## src/rtl/fp_div_seq.sv

```systemverilog
// IEEE-754 single-precision divider (a / b) using restoring mantissa division, truncating.
// Latency: accept edge k; result and done at edge k+26 (special operands: edge k+1).
// Backpressure: start is sampled only in IDLE and ignored while a division is in flight.
//
// Ports:
//   clk, rst_n        clock and synchronous active-low reset
//   start, a, b       request and operands (latched on the accept edge)
//   busy              high while mantissa iterations are running
//   done              one-cycle pulse; out and flags are valid from this cycle
//   out               quotient, held until the next done
//   overflow          non-finite result (exponent >= 255 or Inf/NaN operand)
//   underflow         result exponent <= 0, out flushed to +0
//   div_by_zero       nonzero dividend divided by zero
module fp_div_seq #(
    parameter int BIAS = 127
) (
    input  logic        clk,
    input  logic        rst_n,
    input  logic        start,
    input  logic [31:0] a,
    input  logic [31:0] b,
    output logic        busy,
    output logic        done,
    output logic [31:0] out,
    output logic        overflow,
    output logic        underflow,
    output logic        div_by_zero
);

    typedef enum logic [1:0] {
        IDLE = 2'd0,
        SPEC = 2'd1,
        DIV  = 2'd2,
        NORM = 2'd3
    } state_t;

    localparam logic signed [9:0] BIAS_S = 10'(BIAS);

    state_t      state;
    state_t      state_nxt;

    // Only sign and exponents are needed after the accept edge; the
    // mantissas live on in the remainder and divisor registers.
    logic        sign_q;
    logic [7:0]  ea_q;
    logic [7:0]  eb_q;
    logic [24:0] rem;
    logic [23:0] dvs;
    logic [24:0] quo;
    logic [4:0]  count;

    logic        in_special;
    logic        rem_ge;
    logic [24:0] rem_nxt;

    logic [31:0] spec_out;
    logic        spec_ov;
    logic        spec_dz;

    logic signed [9:0] e_norm;
    logic [22:0] mant;
    logic [31:0] norm_out;
    logic        norm_ov;
    logic        norm_uf;

    // Special classification on the raw inputs decides SPEC vs DIV at accept.
    assign in_special = (a[30:23] == 8'hFF) || (b[30:23] == 8'hFF) ||
                        (a[30:23] == 8'h00) || (b[30:23] == 8'h00);

    // One restoring step. rem stays below 2*dvs, so 25 bits never overflow.
    assign rem_ge  = (rem >= {1'b0, dvs});
    assign rem_nxt = rem_ge ? ((rem - {1'b0, dvs}) << 1) : (rem << 1);

    always_comb begin
        state_nxt = state;
        case (state)
            IDLE: if (start) state_nxt = in_special ? SPEC : DIV;
            SPEC: state_nxt = IDLE;
            DIV:  if (count == 5'd24) state_nxt = NORM;
            NORM: state_nxt = IDLE;
            default: state_nxt = IDLE;
        endcase
    end

    // Special-operand result; first match wins, and a zero quotient is +0.
    always_comb begin
        spec_out = 32'h0000_0000;
        spec_ov  = 1'b0;
        spec_dz  = 1'b0;
        if ((ea_q == 8'hFF) || (eb_q == 8'hFF)) begin
            spec_out = {sign_q, 8'hFF, 23'h0};
            spec_ov  = 1'b1;
        end else if ((eb_q == 8'h00) && (ea_q != 8'h00)) begin
            spec_out = {sign_q, 8'hFF, 23'h0};
            spec_dz  = 1'b1;
        end
    end

    // Quotient lies in (0.5, 2): q[24] set means no normalising shift needed.
    always_comb begin
        e_norm   = $signed({2'b00, ea_q}) - $signed({2'b00, eb_q}) + BIAS_S
                   - (quo[24] ? 10'sd0 : 10'sd1);
        mant     = quo[24] ? quo[23:1] : quo[22:0];
        norm_out = {sign_q, e_norm[7:0], mant};
        norm_ov  = 1'b0;
        norm_uf  = 1'b0;
        if (e_norm >= 10'sd255) begin
            norm_out = {sign_q, 8'hFF, 23'h0};
            norm_ov  = 1'b1;
        end else if (e_norm <= 10'sd0) begin
            norm_out = 32'h0000_0000;
            norm_uf  = 1'b1;
        end
    end

    always_ff @(posedge clk) begin
        if (!rst_n) begin
            state       <= IDLE;
            busy        <= 1'b0;
            done        <= 1'b0;
            out         <= 32'h0000_0000;
            overflow    <= 1'b0;
            underflow   <= 1'b0;
            div_by_zero <= 1'b0;
            sign_q      <= 1'b0;
            ea_q        <= 8'h00;
            eb_q        <= 8'h00;
            rem         <= 25'h0;
            dvs         <= 24'h0;
            quo         <= 25'h0;
            count       <= 5'd0;
        end else begin
            state <= state_nxt;
            done  <= 1'b0;
            case (state)
                IDLE: begin
                    if (start) begin
                        sign_q      <= a[31] ^ b[31];
                        ea_q        <= a[30:23];
                        eb_q        <= b[30:23];
                        rem         <= {2'b01, a[22:0]};
                        dvs         <= {1'b1, b[22:0]};
                        quo         <= 25'h0;
                        count       <= 5'd0;
                        overflow    <= 1'b0;
                        underflow   <= 1'b0;
                        div_by_zero <= 1'b0;
                    end
                end
                SPEC: begin
                    out         <= spec_out;
                    overflow    <= spec_ov;
                    underflow   <= 1'b0;
                    div_by_zero <= spec_dz;
                    done        <= 1'b1;
                end
                DIV: begin
                    busy  <= 1'b1;
                    rem   <= rem_nxt;
                    quo   <= {quo[23:0], rem_ge};
                    count <= count + 5'd1;
                end
                NORM: begin
                    busy        <= 1'b0;
                    out         <= norm_out;
                    overflow    <= norm_ov;
                    underflow   <= norm_uf;
                    div_by_zero <= 1'b0;
                    done        <= 1'b1;
                end
                default: ;
            endcase
        end
    end

endmodule
```

## config.mk

```make
export PLATFORM = sky130hd
export DESIGN_NAME = fp_div_seq
export DESIGN_NICKNAME = d
export VERILOG_FILES = /design/src/rtl/fp_div_seq.sv
export SDC_FILE = /design/constraint.sdc
export NUM_CORES = 1
export LEC_CHECK = 0
export CAP_MARGIN = 20
export CORE_MARGIN = 2
export CORE_UTILIZATION = 50
export CTS_CLUSTER_DIAMETER = 30
export CTS_CLUSTER_SIZE = 14
export DETAILED_ROUTE_END_ITERATION = 6
export PLACE_DENSITY = 0.77
export SLEW_MARGIN = 20
export SYNTH_ARGS = -nofsm -noshare
export SYNTH_HDL_FRONTEND = slang
export SYNTH_SLANG_ARGS = --single-unit
```

## constraint.sdc

```tcl
create_clock -name clk -period 3.5 [get_ports clk]
set_input_delay 0.525 -clock clk [delete_from_list [all_inputs] [get_ports clk]]
set_output_delay 0.525 -clock clk [all_outputs]
set_load 0.005 [all_outputs]
```

==> results.json <==
{
  "report.final.slew_viol_count": 0,
  "fin_ws_ns": -0.398,
  "detail_route.vias_per_cell": 5.57,
  "grt_pass1_vias": 6396,
  "antenna_cells": 0,
  "clockRootBuffer": "clkbuf_16",
  "setup_viol": 33,
  "end_kind": "flop",
  "p_switching_mw": 2.06,
  "avgSynthCellArea_um2": 8.34,
  "path_clk_slew_ns": 0.06,
  "synth-async-reset-ratio_pct": 0,
  "max_freq_ghz": 0.257,
  "crit_required_ns": 3.86,
  "drt_wl_total_mm": 18.2,
  "hold_depth": 2,
  "worst_slew_pin_slew_ns": 0.993,
  "netlist-cell-type-count": 59,
  "startpoint_type": "flop",
  "ys_seq_area_share_pct": 35.9,
  "h-tree-depth": 4,
  "cts_buffers": 17,
  "hold_violations": 0,
  "grtUsageTotal_pct": 22.8,
  "worstRegToRegCells": 20,
  "io_pins": 104,
  "ir_drop_mv": 0.393,
  "critPathArrivalTime_ns": 4.26,
  "cts.sinks": 135,
  "worstSetupPathType": "flop to flop",
  "pre_cts_slack_ns": -0.413,
  "combPwrFrac_pct": 42.0,
  "p_int_mw": 3.84,
  "dieWidth_um": 127,
  "fin_tns_setup_ns": -11.94,
  "whs_ns": 0.449,
  "route.detailed.wl_per_inst_um": 14.8,
  "rsz0062_at_grt": "true",
  "p_leak_nw": 3.70,
  "maxSlewHeadroom_pct": 33.8,
  "overflow": 0,
  "path_max_fanout": 23,
  "clkPwrFrac_pct": 29.1,
  "rows": 44,
  "synth_edf_count": 0,
  "initial_core_util_pct": 51.5,
  "cts_tree": "built",
  "hold_class": "flop to flop",
  "syn_area_mm2": 0.00752,
  "maxCapViolations": 0,
  "num_vias": 6871,
  "clockBufferDepth": 2,
  "yosys_warnings": 0,
  "final_common_cell": "nand2_1",
  "core_mm2": 0.0146,
  "grt_max_degree": 64,
  "grt_pass1_wl_mm": 30.2,
  "layout_worst_path_cycle_share_pct": 111,
  "chipHeight_um": 127,
  "status": "finished, violations left",
  "firstDrtPassIters": 4,
  "remaining_drc_errors": 0,
  "rrSetupSlack_ns": -0.40,
  "initialDrtViolationCount": 401,
  "globalplace.congestion": 0.880,
  "ys_seq_elements": 135,
  "place.port_buffers": 103,
  "dieArea_mm2": 0.0160,
  "antenna_found_initial": 0,
  "nets": 1147,
  "dp_hpwl_mm": 12.6,
  "pwr-share-seq_pct": 28.9,
  "layout_common_cells": "nand2_1, dfxtp_1, clkdlybuf4s50_1",
  "fin_crit_ns": 3.90,
  "finClkSkew_ns": 0.00977,
  "drtAntennaViolNets": 0,
  "clock_latency_ns": 0.43,
  "violations": "setup timing",
  "sw_frac_of_total_pct": 35.0,
  "synthCells": 901,
  "syn_nets": 1011,
  "synthFlopType": "dfxtp_1",
  "drive_above_1_share_pct": 16.2,
  "areaGrowthSynthToFinish_pct": 31.9,
  "power_density_mw_per_mm2": 595
}
final timing paths:
| path | endpoint | from |
|---|---|---|
| max | out[5] | ea_q[1] |
| min | out[21] | out[21] |
| max reg2reg | out[5] | ea_q[1] |
| min reg2reg | out[21] | out[21] |
routing by layer:
metal  part of all wire [%]  GRT usage, %  vias to the layer above
met4                    1.5          7.43                        0
met1                     46          31.0                     3181
met5                      0             0                        -
li1                       -             -                     3477
met3                    4.9          4.26                       27
met2                     47          36.7                      186
power groups by stage:
stage          Combinational (mW)  Clock (mW)  Sequential (mW)
2_1_floorplan                1.45           0             1.72
3_3_place_gp                 2.10           0             1.73
3_5_place_dp                 2.13           0             1.73
4_1_cts                      2.24        1.74             1.70
5_1_grt                      2.72        1.80             1.72
6_report                     2.48        1.72             1.71
final cells by class:
| cell class | instances | area, µm² |
|---|---|---|
| fill | 1202 | 4670 |
| multi-input combinational | 662 | 4660 |
| sequential | 135 | 2710 |
| timing repair buffer | 169 | 1550 |
| clock buffer | 21 | 450 |
| tap | 184 | 230 |
| inverter | 52 | 200 |
| clock inverter | 11 | 116 |
synth_stat cells (3+ instances only):
cell type | number | share of area [%]
o221ai_1 | 21 | 2.4
fa_1 | 3 | 0.80
inv_1 | 51 | 2.5
nand2_1 | 141 | 7.0
o211ai_1 | 4 | 0.40
ha_1 | 40 | 6.7
nand4_1 | 13 | 1.1
a31oi_1 | 9 | 0.75
a21boi_0 | 42 | 4.2
a22oi_1 | 26 | 2.6
nor4_1 | 10 | 0.83
nor2b_1 | 35 | 2.9
mux2i_1 | 24 | 3.2
xnor2_1 | 23 | 2.7
or2_2 | 4 | 0.33
clkbuf_1 | 49 | 2.4
o31ai_1 | 9 | 0.90
o21ai_0 | 41 | 2.7
buf_6 | 3 | 0.45
xor2_1 | 11 | 1.3
o21bai_1 | 8 | 0.80
nor2_1 | 24 | 1.2
nand2b_1 | 11 | 0.92
a211oi_1 | 12 | 1.2
o21a_1 | 3 | 0.30
dfxtp_1 | 135 | 36
and2_1 | 6 | 0.50
a21o_1 | 14 | 1.4
nor3_1 | 13 | 0.87
o21ai_2 | 20 | 2.3
nand3_1 | 19 | 1.3
a21oi_1 | 41 | 2.7
or4_1 | 4 | 0.40
registers in the layout, indices dropped and copies added, names as in the netlist, 2 cells and up:
signal  flops
count       5
dvs        24
ea_q        8
eb_q        8
out        32
quo        25
rem        25
state       2
what timing repair did:
action                                  CTS  global route
endpoints found under the setup margin   34            34
pin swaps                                 7            15
setup buffers                             3             5
gates resized for setup                  15            27
hold buffers                              0             0
worst max-delay path, stage by stage (launching register included):
cell and delay [ns]:
dfxtp_4 0.35, buf_4 0.15, fa_2 0.39, a21o_1 0.17, a21oi_2 0.15, o21bai_1 0.09
a21o_1 0.21, xor2_1 0.20, inv_1 0.10, ha_4 0.24, buf_12 0.13, nand2b_4 0.06
nor4_2 0.05, a311oi_2 0.34, o311ai_2 0.18, buf_4 0.18, and4_4 0.16, nor4_4 0.22
nand3_2 0.12, buf_12 0.23, o21ai_2 0.11
kinds of logic after synthesis:
kind of cell               count (synthesis)  synth area share [%]
and+or+nand+nor                          293                  18.7
DFF                                      135                  35.9
muxes                                     24                  3.20
AOI/OAI and AO/OA                        268                  25.2
adders and majority gates                 43                  7.46
xor gates and xnor gates                  34                  3.96
buffers and inverters                    104                  5.56
through the flow:
| step | std cells | instance area [µm²] | power [mW] | util [%] |
|---|---|---|---|---|
| floorplan | 901 | 7590 | 3.17 | - |
| detailed placement | 1196 | 9110 | 3.87 | 62.5 |
| CTS | 1231 | 9780 | 5.69 | 67.0 |
| finish | 1234 | 9920 | 5.91 | 68.0 |
| global route | 1234 | 9920 | 6.24 | 68.0 |
| global placement | 1196 | 9110 | 3.83 | 62.5 |
No activity file was read; power rests on OpenSTA's default activity.
